`config.mk`:
```
export PLATFORM = sky130hd
export DESIGN_NAME = red_pitaya_sort_scheduler_flat
export DESIGN_NICKNAME = d
export VERILOG_FILES = /design/src/rtl/sort_sched_pkg.sv /design/src/rtl/red_pitaya_sort_scheduler_if.sv /design/src/rtl/sort_sched_fifo.sv /design/src/rtl/red_pitaya_sort_scheduler.sv /design/src/flat_wrapper.sv
export SDC_FILE = /design/constraint.sdc
export NUM_CORES = 1
export LEC_CHECK = 0
export ABC_CLOCK_PERIOD_IN_PS = 23700
export CELL_PAD_IN_SITES_DETAIL_PLACEMENT = 1
export CELL_PAD_IN_SITES_GLOBAL_PLACEMENT = 1
export CORE_ASPECT_RATIO = 1.5
export CORE_MARGIN = 10
export CORE_UTILIZATION = 45
export CTS_BUF_LIST = sky130_fd_sc_hd__clkbuf_2 sky130_fd_sc_hd__clkbuf_4 sky130_fd_sc_hd__clkbuf_8
export CTS_CLUSTER_SIZE = 30
export DETAILED_ROUTE_END_ITERATION = 7
export GPL_TIMING_DRIVEN = 0
export HOLD_SLACK_MARGIN = 0.08
export PLACE_DENSITY = 0.82
export SETUP_SLACK_MARGIN = 0.2
export SYNTH_ARGS = -nofsm -noshare
export SYNTH_HDL_FRONTEND = slang
export SYNTH_SLANG_ARGS = --single-unit
```
`constraint.sdc`:
```
create_clock -name adc_clk_i -period 23.7 [get_ports adc_clk_i]
set_input_delay 7.11 -clock adc_clk_i [delete_from_list [all_inputs] [get_ports adc_clk_i]]
set_output_delay 7.11 -clock adc_clk_i [all_outputs]
set_load 0.01 [all_outputs]
```
`src/rtl/sort_sched_pkg.sv`:
```
// Shared types, constants and the wrap-safe time compare for the sort-pulse scheduler.
package sort_sched_pkg;

  localparam int TSW_DEF   = 32;
  localparam int MIN_DELAY = 2;
  localparam int CMP_W     = 64;

  typedef enum logic [1:0] {
    S_IDLE = 2'd0,
    S_WAIT = 2'd1,
    S_FIRE = 2'd2
  } state_e;

  typedef struct packed {
    logic [TSW_DEF-1:0] f;
    logic [TSW_DEF-1:0] dur;
  } entry_t;

  // True when a lies before b on a wrapping timeline of msb+1 bits (operands zero-extended).
  function automatic logic time_before(input logic [CMP_W-1:0] a,
                                       input logic [CMP_W-1:0] b,
                                       input logic [5:0]       msb);
    logic [CMP_W-1:0] diff;
    diff = a - b;
    return diff[msb];
  endfunction

endpackage

```
`src/rtl/red_pitaya_sort_scheduler_if.sv`:
```
// Request/config bundle driven by the FADS evaluation FSM into the sort scheduler.
// req is a one-cycle strobe qualified by enable; there is no backpressure, the outcome is reported by the counters.
interface red_pitaya_sort_scheduler_if #(parameter int TSW = 32);
  logic           enable;
  logic           req;
  logic           flush;
  logic [TSW-1:0] sort_delay;
  logic [TSW-1:0] sort_duration;
  logic [TSW-1:0] guard;

  modport master (output enable, req, flush, sort_delay, sort_duration, guard);
  modport slave  (input  enable, req, flush, sort_delay, sort_duration, guard);
endinterface

```
`src/rtl/sort_sched_fifo.sv`:
```
// First-word-fall-through FIFO of 2^QSZ fire entries with synchronous flush.
module sort_sched_fifo #(
  parameter int QSZ = 3,
  parameter int W   = 64
) (
  input  logic         clk_i,
  input  logic         rst_i,
  input  logic         flush_i,
  input  logic         push_i,
  input  logic         pop_i,
  input  logic [W-1:0] din_i,
  output logic [W-1:0] head_o,
  output logic [QSZ:0] level_o,
  output logic         full_o,
  output logic         empty_o
);
  localparam int DEPTH = 1 << QSZ;

  logic [W-1:0]   mem_q [DEPTH];
  logic [QSZ-1:0] wr_ptr_q, rd_ptr_q;
  logic [QSZ:0]   level_q;
  logic           do_push, do_pop;

  assign full_o  = (level_q == (QSZ+1)'(DEPTH));
  assign empty_o = (level_q == '0);
  assign do_push = push_i && !full_o;
  assign do_pop  = pop_i && !empty_o;
  assign head_o  = mem_q[rd_ptr_q];
  assign level_o = level_q;

  always_ff @(posedge clk_i) begin
    if (rst_i || flush_i) begin
      wr_ptr_q <= '0;
      rd_ptr_q <= '0;
      level_q  <= '0;
    end else begin
      if (do_push) wr_ptr_q <= wr_ptr_q + 1'b1;
      if (do_pop)  rd_ptr_q <= rd_ptr_q + 1'b1;
      level_q <= level_q + {{QSZ{1'b0}}, do_push} - {{QSZ{1'b0}}, do_pop};
    end
  end

  always_ff @(posedge clk_i) begin
    if (do_push) mem_q[wr_ptr_q] <= din_i;
  end
endmodule

```
`src/rtl/red_pitaya_sort_scheduler.sv`:
```
// Timestamped sort-pulse scheduler owning the single sort trigger.
// Optional SORT_SCHED_DEBUG_EN drives debug_o with registered queue/state flags; otherwise debug_o is 0.
module red_pitaya_sort_scheduler
  import sort_sched_pkg::*;
#(
  parameter int QSZ = 3,
  parameter int TSW = TSW_DEF
) (
  input  logic                        adc_clk_i,
  input  logic                        adc_rst_i,
  red_pitaya_sort_scheduler_if.slave  cfg_if,
  output logic                        sort_trig_o,
  output logic                        busy_o,
  output logic [QSZ:0]                queue_level_o,
  output logic [TSW-1:0]              accepted_cnt_o,
  output logic [TSW-1:0]              drop_full_cnt_o,
  output logic [TSW-1:0]              drop_conflict_cnt_o,
  output logic [TSW-1:0]              fire_cnt_o,
  output logic [7:0]                  debug_o
);
  localparam logic [TSW-1:0] CNT_MAX = '1;

  state_e         state_q, state_d;
  logic [TSW-1:0] now_q, last_end_q, cnt_q, cnt_d;
  logic [TSW-1:0] acc_q, dfull_q, dconf_q, fire_q;
  logic           trig_q, trig_d;
  logic           pop, fire;

  logic [TSW-1:0]   eff_delay, fire_t, gap_ref, head_f, head_dur;
  logic [2*TSW-1:0] head;
  logic             req_ok, conflict, push, fifo_full, fifo_empty;

  assign eff_delay = (cfg_if.sort_delay < TSW'(MIN_DELAY)) ? TSW'(MIN_DELAY) : cfg_if.sort_delay;
  assign fire_t    = now_q + eff_delay;
  assign gap_ref   = last_end_q + cfg_if.guard;
  assign req_ok    = cfg_if.req && cfg_if.enable && !cfg_if.flush;
  assign conflict  = (cfg_if.sort_duration == '0) ||
                     time_before(CMP_W'(fire_t), CMP_W'(gap_ref), 6'(TSW-1));
  assign push      = req_ok && !conflict && !fifo_full;
  assign head_f    = head[2*TSW-1:TSW];
  assign head_dur  = head[TSW-1:0];

  sort_sched_fifo #(.QSZ(QSZ), .W(2*TSW)) u_fifo (
    .clk_i   (adc_clk_i),
    .rst_i   (adc_rst_i),
    .flush_i (cfg_if.flush),
    .push_i  (push),
    .pop_i   (pop),
    .din_i   ({fire_t, cfg_if.sort_duration}),
    .head_o  (head),
    .level_o (queue_level_o),
    .full_o  (fifo_full),
    .empty_o (fifo_empty)
  );

  always_comb begin
    state_d = state_q;
    cnt_d   = cnt_q;
    trig_d  = trig_q;
    pop     = 1'b0;
    fire    = 1'b0;
    if (cfg_if.flush) begin
      state_d = S_IDLE;
      trig_d  = 1'b0;
      cnt_d   = '0;
    end else begin
      case (state_q)
        S_IDLE: if (!fifo_empty) state_d = S_WAIT;
        S_WAIT: begin
          if (!fifo_empty && head_f == now_q) begin
            pop     = 1'b1;
            fire    = 1'b1;
            cnt_d   = head_dur;
            trig_d  = 1'b1;
            state_d = S_FIRE;
          end
        end
        S_FIRE: begin
          if (cnt_q == TSW'(1)) begin
            // A head due exactly now continues the pulse without a low cycle.
            if (!fifo_empty && head_f == now_q) begin
              pop   = 1'b1;
              fire  = 1'b1;
              cnt_d = head_dur;
            end else begin
              trig_d  = 1'b0;
              cnt_d   = '0;
              state_d = fifo_empty ? S_IDLE : S_WAIT;
            end
          end else begin
            cnt_d = cnt_q - TSW'(1);
          end
        end
        default: state_d = S_IDLE;
      endcase
    end
  end

  always_ff @(posedge adc_clk_i) begin
    if (adc_rst_i) begin
      state_q    <= S_IDLE;
      now_q      <= '0;
      last_end_q <= '0;
      cnt_q      <= '0;
      trig_q     <= 1'b0;
      acc_q      <= '0;
      dfull_q    <= '0;
      dconf_q    <= '0;
      fire_q     <= '0;
    end else begin
      state_q <= state_d;
      now_q   <= now_q + TSW'(1);
      cnt_q   <= cnt_d;
      trig_q  <= trig_d;
      if (cfg_if.flush)  last_end_q <= now_q;
      else if (push)     last_end_q <= fire_t + cfg_if.sort_duration;
      if (push && acc_q != CNT_MAX)                               acc_q   <= acc_q + TSW'(1);
      if (req_ok && conflict && dconf_q != CNT_MAX)               dconf_q <= dconf_q + TSW'(1);
      if (req_ok && !conflict && fifo_full && dfull_q != CNT_MAX) dfull_q <= dfull_q + TSW'(1);
      if (fire && fire_q != CNT_MAX)                              fire_q  <= fire_q + TSW'(1);
    end
  end

  assign sort_trig_o         = trig_q;
  assign busy_o              = (state_q != S_IDLE);
  assign accepted_cnt_o      = acc_q;
  assign drop_full_cnt_o     = dfull_q;
  assign drop_conflict_cnt_o = dconf_q;
  assign fire_cnt_o          = fire_q;

`ifdef SORT_SCHED_DEBUG_EN
  logic [7:0] debug_q;
  always_ff @(posedge adc_clk_i) begin
    if (adc_rst_i) debug_q <= '0;
    else debug_q <= {fifo_full, fifo_empty, 3'b000,
                     state_q == S_FIRE, state_q == S_WAIT, state_q == S_IDLE};
  end
  assign debug_o = debug_q;
`else
  assign debug_o = 8'h00;
`endif
endmodule
```
`src/flat_wrapper.sv`:
```
// flat-port wrapper written by rule: the top's interface ports become plain ports
module red_pitaya_sort_scheduler_flat import sort_sched_pkg::*;
#(
  parameter int QSZ = 3,
  parameter int TSW = TSW_DEF
)
  (adc_clk_i, adc_rst_i, sort_trig_o, busy_o, queue_level_o, accepted_cnt_o, drop_full_cnt_o, drop_conflict_cnt_o, fire_cnt_o, debug_o, cfg_if_enable, cfg_if_req, cfg_if_flush, cfg_if_sort_delay, cfg_if_sort_duration, cfg_if_guard);
  red_pitaya_sort_scheduler_if #(.TSW(TSW)) cfg_if_i ();
  input  logic adc_clk_i;
  input  logic adc_rst_i;
  output logic sort_trig_o;
  output logic busy_o;
  output logic [QSZ:0] queue_level_o;
  output logic [TSW-1:0] accepted_cnt_o;
  output logic [TSW-1:0] drop_full_cnt_o;
  output logic [TSW-1:0] drop_conflict_cnt_o;
  output logic [TSW-1:0] fire_cnt_o;
  output logic [7:0] debug_o;
  input wire logic [$bits(cfg_if_i.enable)-1:0] cfg_if_enable;
  input wire logic [$bits(cfg_if_i.req)-1:0] cfg_if_req;
  input wire logic [$bits(cfg_if_i.flush)-1:0] cfg_if_flush;
  input wire logic [$bits(cfg_if_i.sort_delay)-1:0] cfg_if_sort_delay;
  input wire logic [$bits(cfg_if_i.sort_duration)-1:0] cfg_if_sort_duration;
  input wire logic [$bits(cfg_if_i.guard)-1:0] cfg_if_guard;
  assign cfg_if_i.enable = cfg_if_enable;
  assign cfg_if_i.req = cfg_if_req;
  assign cfg_if_i.flush = cfg_if_flush;
  assign cfg_if_i.sort_delay = cfg_if_sort_delay;
  assign cfg_if_i.sort_duration = cfg_if_sort_duration;
  assign cfg_if_i.guard = cfg_if_guard;
  red_pitaya_sort_scheduler #(.QSZ(QSZ), .TSW(TSW)) u_core (.adc_clk_i(adc_clk_i), .adc_rst_i(adc_rst_i), .cfg_if(cfg_if_i), .sort_trig_o(sort_trig_o), .busy_o(busy_o), .queue_level_o(queue_level_o), .accepted_cnt_o(accepted_cnt_o), .drop_full_cnt_o(drop_full_cnt_o), .drop_conflict_cnt_o(drop_conflict_cnt_o), .fire_cnt_o(fire_cnt_o), .debug_o(debug_o));
endmodule
```
Yosys cells after proc, flatten, opt, wreduce, memory -nomap -nowiden --
Memories as Yosys holds them, arrays and structs flattened. A register that Yosys moved wholly into a read port is not among the register bits. Cells that the tools add are included. W data, S select, Z words.
Operators by class: $add $sub $neg 14, $lt $le $gt $ge 1, equal/unequal tests 13, muxes and demuxes 25, reduce and logical (&&, ||, !) cells 29
Operators with widths (count):
- $mux W32 | 6
- $add A32 B1 Y32 const B | 5
- $ne A32 B32 Y1 const B | 4
- $add A32 B32 Y32 | 3
- $pmux W32 S2 | 1
- $eq A32 B1 Y1 const B | 1
- $eq A32 B32 Y1 | 1
- $logic_not A32 Y1 | 1
- $lt A32 B2 Y1 const B | 1
- $sub A32 B1 Y32 const B | 1
- $sub A32 B32 Y32 | 1
- $logic_and A1 B1 Y1 | 13
- $mux W1 | 9
- $mux W2 | 4
- $reduce_and A4 Y1 | 2
- $add A3 B1 Y3 const B | 2
- $mux W3 | 2
- $pmux W2 S3 | 1
- $reduce_bool A2 Y1 | 3
- $add A4 B1 Y4 | 1
- $eq A4 B4 Y1 const B | 1
- $logic_not A1 Y1 | 4
- $logic_not A4 Y1 | 1
- $ne A2 B1 Y1 const B | 2
- other kinds (9) | 12
Word-level totals: bits in registers 237, memory bits (writable) 512, input bits 101, output and inout port bits 142, logic and storage cells 95, memories 1
Memories:
- u_core.u_fifo.mem_q | words 8, bits a word 64, read ports 1, clocked after Yosys merged registers in 1, write ports 1, RTL line sort_sched_fifo.sv:19 | logic [W-1:0] mem_q [DEPTH];

Depth between registers and ports, before layout --
Gate-level depths: netlist of the first run.
depth after elaboration 11, mapped depth 39, gate-level depth less buffers 37

Cells and area by module --
From an unflattened synthesis of the first run, not the netlist that was laid out.
Unflattened totals: cells, all modules 2866, area total of the unflattened synthesis 36074.6 um2
By module, submodules not included:
- sort_sched_fifo | times used 1, cells an instance 820, area each 19922.9 um2, seq. area each 15635.0 um2
- red_pitaya_sort_scheduler | times used 1, cells an instance 2046, area each 16151.7 um2, seq. area each 4544.4 um2

Worst setup path after synthesis of the first run --
OpenSTA, ideal clock, no wires.
path kind input-to-reg, start input cfg_if_sort_delay[7], end memory u_core.u_fifo.mem_q[2][0], enable pin, setup time 0.666 ns, data arrival time 19.494 ns, required time 23.034 ns, slack 3.540 ns, cell stages on the path 31, path buffers 1, cell sequence nor4_1 > nand4_1 > nor2_1 > nor2b_1 > ha_1 > fa_1 > a21o_1 > a21oi_1 > o21bai_1 > a21oi_1 > o21bai_1 > a21oi_1 > a211oi_1 > a221oi_1 > o21bai_1 > a21bo_2 > a21oi_1 > xnor2_1 > fa_1 > ha_1 > a21o_1 > a21o_1 > a21oi_1 > o21ai_0 > a21oi_1 > o21ai_0 > xnor2_1 > xnor2_2 > nand3_1 > clkbuf_1 > nor4b_1
Between the ends: longest elaborated chain between the ends 11
RTL lines:
- start, declared | RTL line flat_wrapper.sv:22 | input wire logic [$bits(cfg_if_i.sort_delay)-1:0] cfg_if_sort_delay;
- $lt A32 B2 Y1 | RTL line red_pitaya_sort_scheduler.sv:33 | assign eff_delay = (cfg_if.sort_delay < TSW'(MIN_DELAY)) ? TSW'(MIN_DELAY) : cfg_if.sort_delay;
- $mux W32 (*) | RTL line red_pitaya_sort_scheduler.sv:33
- $add A32 B32 Y32 (*) | RTL line red_pitaya_sort_scheduler.sv:34 | assign fire_t = now_q + eff_delay;
- net u_core.fire_t[24] | RTL line red_pitaya_sort_scheduler.sv:29 | logic [TSW-1:0] eff_delay, fire_t, gap_ref, head_f, head_dur;
- $sub A32 B32 Y32 (*) | RTL line sort_sched_pkg.sv:24 | diff = a - b;
- $logic_or A1 B1 Y1 (*) | RTL line red_pitaya_sort_scheduler.sv:37 | assign conflict = (cfg_if.sort_duration == '0) ||
- $logic_not A1 Y1 (*) | RTL line red_pitaya_sort_scheduler.sv:39 | assign push = req_ok && !conflict && !fifo_full;
- $logic_and A1 B1 Y1 (*) (2 in a row) | RTL line red_pitaya_sort_scheduler.sv:39
- $logic_and A1 B1 Y1 (*) | RTL line sort_sched_fifo.sv:26 | assign do_push = push_i && !full_o;
- $mux W1 (*) | RTL line sort_sched_fifo.sv:44 | if (do_push) mem_q[wr_ptr_q] <= din_i;
- $mux W1 (not written as such) (*) | RTL line sort_sched_fifo.sv:44
- end, declared | RTL line sort_sched_fifo.sv:19
Mark *: on every way through the listed nets, which the timed path passes. The rest lies on a longest branch.

Final worst setup path of the first run --
start input cfg_if_sort_delay[25], end memory u_core.u_fifo.mem_q[6][58], enable pin
Between the ends: longest elaborated chain between the ends 11
RTL lines (RTL line):
- $lt A32 B2 Y1 | red_pitaya_sort_scheduler.sv:33
- $mux W32 | red_pitaya_sort_scheduler.sv:33
- $add A32 B32 Y32 | red_pitaya_sort_scheduler.sv:34
- net u_core.fire_t[22] | red_pitaya_sort_scheduler.sv:29
- $sub A32 B32 Y32 | sort_sched_pkg.sv:24
- $logic_or A1 B1 Y1 | red_pitaya_sort_scheduler.sv:37
- $logic_not A1 Y1 | red_pitaya_sort_scheduler.sv:39
- $logic_and A1 B1 Y1 (2 in a row) | red_pitaya_sort_scheduler.sv:39
- $logic_and A1 B1 Y1 | sort_sched_fifo.sv:26
- $mux W1 | sort_sched_fifo.sv:44
- $mux W1 (not written as such) | sort_sched_fifo.sv:44
The timed path passes the listed nets, and every way through them passes these cells.

==> flow_summary_export.csv, run 1 <==
group,metric,value,unit
worst_setup_path,timing.rr.end,"u_core.u_fifo.mem_q[6][58]",
sta,setup-tns-final,0,ns
global_route,grt_pass1_wl,185,mm
logic_synthesis,ys_types,92,
clocking,cts_resized,0,
worst_setup_path,crit_path_start_kind,"input pin",
power_and_ir_drop,power_density,65.8,nW/um^2
place,place_congestion,0.920,
hold_path,hp-class,"reg2reg",
sta,final.setup.worst_slack,6.12,ns
die,dieArea,91600,sq um
global_route,grt_pass1_vias,28900,
worst_setup_path,crit_type,"in2reg",
global_route,grt_max_degree,23,
logic_synthesis,ys.flop_type,"edfxtp_1",
logic_synthesis,yosysSeqAreaShare,56.3,%
detailed_routing,routed_wl,124,mm
logic_synthesis,yosysWarningCount,0,
layout,final_cell_count_no_fill,4410,
sta,period_needed,17.58,ns
clocking,cts_buffer_depth,3,
global_route,grt_usage,26.5,%
clocking,clock_latency,0.80,ns
global_route,overflow,0,
layout,fin_area,42600,sq um
layout,layout-drive-gt1-share,14.1,%
detailed_routing,wl_per_cell,28.2,um
logic_synthesis,yosys-top-cells-area,"edfxtp_1 (43%), dfxtp_1 (13%), mux4_2 (8.0%), ha_1 (3.9%), xnor2_1 (3.2%)",
clocking,clk_pin_slew,0.07,ns
clocking,postCtsHoldBufs,0,
status,outcome,"finished, final reports clean",
place,pre_cts_ws,5.62,ns
layout,mostFrequentLayoutCells,"edfxtp_1 (512), nor2_1 (242), dfxtp_1 (240)",
global_route,antenna_found_initial,20,
worst_setup_path,rr_worst_depth,32,
logic_synthesis,netlist_instances,2864,
clocking,cts-root-buf,"clkbuf_8",
logic_synthesis,synth_top_area_cell,"edfxtp_1",
detailed_routing,dr_total_vias,26300,
place,dpl.hpwl,94.3,mm
power_and_ir_drop,p_leak,14.2,nW
worst_setup_path,critPathSlowestCell,"nor3b_2",
die,start_util,45.5,%
worst_setup_path,crit_top_cell,"a21oi_1",
place,place_area,40300,sq um
worst_setup_path,reg2reg_from,"u_core.now_q[0]",
sta,finClkSkew,0.0614,ns
detailed_routing,firstDrtPassIters,5,
sta,maxSlewViolCount,0,
logic_synthesis,synth_edf_count,512,
place,io_buffers,233,
detailed_routing,initialDrtViolationCount,1867,
clocking,cts.sinks,752,
detailed_routing,antenna_left,0,
sta,slew_headroom,8.74,%
worst_setup_path,reg2reg_setup_slack,13.85,ns
layout,layout_commonest_cell,"edfxtp_1",
die,fp.dieW,250,um
detailed_routing,drc_errors,0,
layout,area_delta_synth_final,18.9,%
place,numPlacedInstances,4195,
die,pin_count,243,
sta,setup_viol,0,
power_and_ir_drop,vdd_drop_max,0.0432,mV
worst_setup_path,critPathArrivalTime,18.03,ns
layout,fillers,8167,
clocking,htreeDepth,3,
worst_setup_path,worstPathRequired,24.16,ns
hold_path,hold_depth,2,
sta,timing.final.hold_violations,0,
sta,worstMarginPinSlew,1.37,ns
worst_setup_path,cpPeakStageDelay,0.93,ns
clocking,cts_tree,"done",
logic_synthesis,avgSynthCellArea,12.5,sq um
worst_setup_path,critPathLaunch,"cfg_if_sort_delay[25]",
run,drv_cap,0,
logic_synthesis,yosys_register_bits,752,
layout,final_nets,3530,
die,num_rows,126,
hold_path,hp-start,"u_core.cnt_q[25]",
logic_synthesis,syn_area,35900,sq um
detailed_routing,vias_per_cell,5.96,
clocking,cts_setup_buffers,0,
hold_path,hold_end,"u_core.cnt_q[25]",
sta,timing.fmax,56.9,MHz
layout,final_core_util,54.1,%
sta,hold_ws,0.462,ns
power_and_ir_drop,report.power.total,2.81,mW
worst_setup_path,worst-path-max-fanout,10,
die,die_h,366,um
logic_synthesis,synthArstFlopShare,0,%
sta,rsz0062_at_grt,"no",
clocking,cts_inserted_buffers,114,
sta,period_share,74.2,%
worst_setup_path,end_kind,"register",
die,coreArea,78800,sq um
logic_synthesis,synth_top_area_share,42.9,%
[per-layer routing]
| metal | share of wire [%] | global-route usage (%) |
|---|---|---|
| met1 | 35 | 27.8 |
| met2 | 52 | 47.1 |
| met3 | 7.2 | 6.66 |
| met4 | 5.9 | 15.7 |
| met5 | 0.17 | 0 |
[logic make-up after synthesis]
logic type | count (synthesis) | share of synthesized area [%]
other cells | 1 | 0.0105
mux | 208 | 10.3
buf+inv | 287 | 3.34
compound gates | 458 | 8.16
fa+ha+maj | 145 | 5.65
flops | 752 | 56.3
simple gates | 819 | 11.4
xor+xnor | 194 | 4.83
[flip-flops by register name, indices dropped and copies added, names as in the netlist, 4 cells and up, named ones only]
name / count
u_core.accepted_cnt_o: 32
u_core.cnt_q: 32
u_core.drop_conflict_cnt_o: 32
u_core.drop_full_cnt_o: 32
u_core.fire_cnt_o: 32
u_core.last_end_q: 32
u_core.now_q: 32
u_core.u_fifo.level_o: 4
u_core.u_fifo.mem_q: 512
[where the power goes]
group	switching, mW	internal (mW)
Sequential	0.00677	1.42
Clock	0.536	0.592
Combinational	0.162	0.0946
Total	0.704	2.10
[critical path: cells and delay by family]
kind	cells	cell delay, ns
adders and majority gates	4	1.49
xor gates and xnor gates	2	0.70
and+or+nand+nor	9	3.50
AOI/OAI and AO/OA	16	3.51
buffers and inverters	6	1.64
[final cells by class]
cell class,count,area (sq um),share of cell area (%)
antenna,4,10.0,0.0235
buffer,156,706,1.66
clock buffer,161,1970,4.61
clock inverter,50,388,0.910
inverter,131,492,1.15
multi-input combinational,1832,14500,34.1
sequential,752,20200,47.3
tap,1024,1280,3.01
timing repair buffer,300,3060,7.18
[how the worst max path moves through the flow]
stage	to	slack (ns)
global route	u_core.u_fifo.mem_q[6][61]	5.74
floorplan	u_core.u_fifo.mem_q[2][0]	3.54
CTS	u_core.u_fifo.mem_q[6][58]	6.34
detailed placement	u_core.u_fifo.mem_q[6][61]	5.62
finish	u_core.u_fifo.mem_q[6][58]	6.12
global placement	u_core.u_fifo.mem_q[2][61]	-6.64
[cell usage after synthesis, types with 19 or more instances]
cell type  instances
nand4_1           34
o21ai_0          111
xor2_1            58
xnor2_1          133
nor4_1            59
a21o_1            34
nor2_1           243
nor3_1            55
and3_1            40
clkbuf_1         113
or3_1             45
nand2_1          158
mux2i_1           74
nand3_1           68
edfxtp_1         512
inv_1            131
dfxtp_1          240
or4_1             19
mux4_2           128
a21oi_1          155
ha_1             113
fa_1              29
a22oi_1           27
(Power assumes the default switching activity.)
==> inputs of run 2 (changes only) <==
--- a/config.mk
+++ b/config.mk
@@ -5,7 +5,7 @@
 export SDC_FILE = /design/constraint.sdc
 export NUM_CORES = 1
 export LEC_CHECK = 0
-export ABC_CLOCK_PERIOD_IN_PS = 23700
+export ABC_CLOCK_PERIOD_IN_PS = 14300
 export CELL_PAD_IN_SITES_DETAIL_PLACEMENT = 1
 export CELL_PAD_IN_SITES_GLOBAL_PLACEMENT = 1
 export CORE_ASPECT_RATIO = 1.5
@@ -16,7 +16,7 @@
 export DETAILED_ROUTE_END_ITERATION = 7
 export GPL_TIMING_DRIVEN = 0
 export HOLD_SLACK_MARGIN = 0.08
-export PLACE_DENSITY = 0.82
+export PLACE_DENSITY = 0.85
 export SETUP_SLACK_MARGIN = 0.2
 export SYNTH_ARGS = -nofsm -noshare
 export SYNTH_HDL_FRONTEND = slang
==> constraint.sdc (replaced) <==
create_clock -name adc_clk_i -period 14.3 [get_ports adc_clk_i]
set_input_delay 4.29 -clock adc_clk_i [delete_from_list [all_inputs] [get_ports adc_clk_i]]
set_output_delay 4.29 -clock adc_clk_i [all_outputs]
set_load 0.01 [all_outputs]
==> flow_summary_export.csv, run 2 (synthesis gave the netlist of run 1 again) <==
group,metric,value,unit
global_route,use_met1,28.8,%
global_route,met2_usage,47.6,%
clocking,cts_tree,"done",
detailed_routing,vias_per_cell,6.21,
die,die_h,366,um
die,coreArea,78800,sq um
clocking,cts.sinks,752,
power_and_ir_drop,p_comb_share,9.5,%
hold_path,hp-start,"u_core.last_end_q[20]",
detailed_routing,firstDrtPassIters,6,
sta,maxSlewViolCount,0,
hold_path,hold_depth,2,
worst_setup_path,cp_top_family,"compound AO/OA/AOI/OAI gates",
sta,rsz0062_at_grt,"no",
run,drv_cap,0,
sta,timing.final.hold_violations,0,
power_and_ir_drop,p_leak,14.3,nW
layout,largest-register,"u_core.u_fifo.mem_q",
place,place_congestion,0.904,
global_route,grt_usage,27.7,%
place,numPlacedInstances,4186,
sta,timing.fmax,72.1,MHz
clocking,clk_pin_slew,0.06,ns
clocking,cts_buffer_depth,3,
power_and_ir_drop,internal-power,3.57,mW
worst_setup_path,end_kind,"register",
layout,area_delta_synth_final,20.0,%
global_route,overflow,0,
worst_setup_path,cpPeakStageDelay,0.69,ns
sta,worstMarginPinSlew,1.40,ns
worst_setup_path,worstPathRequired,14.80,ns
sta,period_needed,13.87,ns
sta,finClkSkew,0.0592,ns
global_route,busiest_layer,"met2",
layout,final_cell_count_no_fill,4408,
die,dieArea,91600,sq um
layout,layout_commonest_cell,"edfxtp_1",
sta,slew_headroom,6.19,%
worst_setup_path,critPathArrivalTime,14.36,ns
place,dpl.hpwl,92.8,mm
detailed_routing,wl_per_cell,29.6,um
power_and_ir_drop,p_seq_share,49.1,%
detailed_routing,initialDrtViolationCount,2696,
worst_setup_path,worst-path-max-fanout,10,
global_route,grt_pass1_wl,192,mm
place,io_buffers,233,
sta,setup-tns-final,0,ns
detailed_routing,antenna_left,0,
power_and_ir_drop,power_density,112,nW/um^2
clocking,cts_inserted_buffers,112,
worst_setup_path,crit_type,"in2reg",
layout,layout-drive-gt1-share,14.6,%
die,pin_count,243,
clocking,cts-root-buf,"clkbuf_8",
sta,period_share,97.0,%
hold_path,hp-class,"reg2reg",
worst_setup_path,rr_worst_depth,35,
detailed_routing,dr_total_vias,27400,
status,outcome,"finished, final reports clean",
worst_setup_path,critPathSlowestCell,"clkdlybuf4s50_1",
hold_path,hold_end,"u_core.last_end_q[20]",
layout,mostFrequentLayoutCells,"edfxtp_1 (512), nor2_1 (241), dfxtp_1 (240)",
power_and_ir_drop,vdd_drop_max,0.103,mV
clocking,clock_latency,0.80,ns
power_and_ir_drop,switching_share,25.6,%
worst_setup_path,reg2reg_setup_slack,5.34,ns
sta,setup_viol,0,
global_route,grt_max_degree,22,
worst_setup_path,timing.rr.end,"u_core.u_fifo.mem_q[5][14]",
worst_setup_path,reg2reg_from,"u_core.now_q[0]",
clocking,htreeDepth,3,
global_route,antenna_found_initial,13,
detailed_routing,drc_errors,0,
worst_setup_path,path_buf_inv,10,
power_and_ir_drop,p_clk_share,41.4,%
global_route,use_met3,7.60,%
clocking,postCtsHoldBufs,0,
layout,largest_reg_flops,512,
layout,final_nets,3525,
global_route,grt_pass1_vias,29500,
die,num_rows,126,
detailed_routing,routed_wl,130,mm
die,fp.dieW,250,um
power_and_ir_drop,p_switching,1.23,mW
die,start_util,45.5,%
worst_setup_path,crit_path_start_kind,"input pin",
[run 2: cell types whose count changed in the layout (fill, tap and decap cells not counted), sizes merged]
| cell | change |
|---|---|
| diode | +3 |
| buf | -3 |
| inv | +2 |
| clkinv | -4 |
| clkbuf | -9 |
| bufinv | +5 |
| clkinvlp | +4 |
[run 2: how the worst max path moves through the flow]
stage                                      from                         end  cells after the start
final                     cfg_if_sort_delay[15]  u_core.u_fifo.mem_q[5][14]                     40
after global routing      cfg_if_sort_delay[15]   u_core.u_fifo.mem_q[5][9]                     40
after CTS                 cfg_if_sort_delay[15]  u_core.u_fifo.mem_q[3][50]                     35
after detailed placement  cfg_if_sort_delay[15]   u_core.u_fifo.mem_q[5][9]                     39
after global placement    cfg_if_sort_delay[15]  u_core.u_fifo.mem_q[6][18]                     34
after floorplan            cfg_if_sort_delay[7]   u_core.u_fifo.mem_q[6][0]                     33
[run 2: metrics by stage]
step / worst slack [ns] / utilization, % / hold WS (ns) / power (mW) / instance area (sq um)
6_report: 0.434 / 54.6 / 0.454 / 4.80 / 43000
2_1_floorplan: -1.33 / - / 0.432 / 2.64 / 35900
3_5_place_dp: -1.56 / 51.1 / 0.450 / 2.82 / 40300
5_1_grt: 0.148 / 54.5 / 0.483 / 4.94 / 43000
3_3_place_gp: -9.87 / 50.1 / 0.444 / 2.79 / 39500
4_1_cts: 0.108 / 54.4 / 0.458 / 4.80 / 42900
[run 2: worst register-to-register path: cells and delay by family (launching register included)]
| family | cells | cell delay (ns) |
|---|---|---|
| AOI/OAI and AO/OA | 16 | 3.15 |
| xor gates and xnor gates | 3 | 0.86 |
| adders and majority gates | 4 | 1.57 |
| buffers and inverters | 9 | 1.86 |
| DFF | 1 | 0.41 |
| and+or+nand+nor | 3 | 0.87 |
[run 2: power by group through the flow]
stage	Combinational (mW)	Clock, mW	Sequential (mW)
2_1_floorplan	0.240	0	2.40
3_3_place_gp	0.388	0	2.41
3_5_place_dp	0.420	0	2.40
4_1_cts	0.440	2.00	2.36
5_1_grt	0.481	2.10	2.36
6_report	0.454	1.99	2.36
[run 2: timing repair]
action	4_1_cts	5_1_grt
buffers inserted	1	5
setup endpoints to repair	483	308
endpoints found under the hold margin	0	0
pin swaps	2	3
resized for setup	15	9
[run 2: routing by layer]
layer  part of all wire [%]  vias up  wire length, um
met3                    9.1      530            11900
met1                     33    13700            43500
met5                  0.082        -              107
met2                     50     1618            64600
met4                    7.9       18            10300
li1                       -    11600                -
[run 2: area by class of cell]
type | instances | area, sq um
Clock buffer | 152 | 1920
Inverter | 131 | 492
Sequential cell | 752 | 20200
Tap cell | 1024 | 1280
Fill cell | 8132 | 35800
Antenna cell | 7 | 17.5
Timing Repair Buffer | 297 | 3130
Multi-Input combinational cell | 1832 | 14700
Clock inverter | 57 | 571
Buffer | 156 | 706
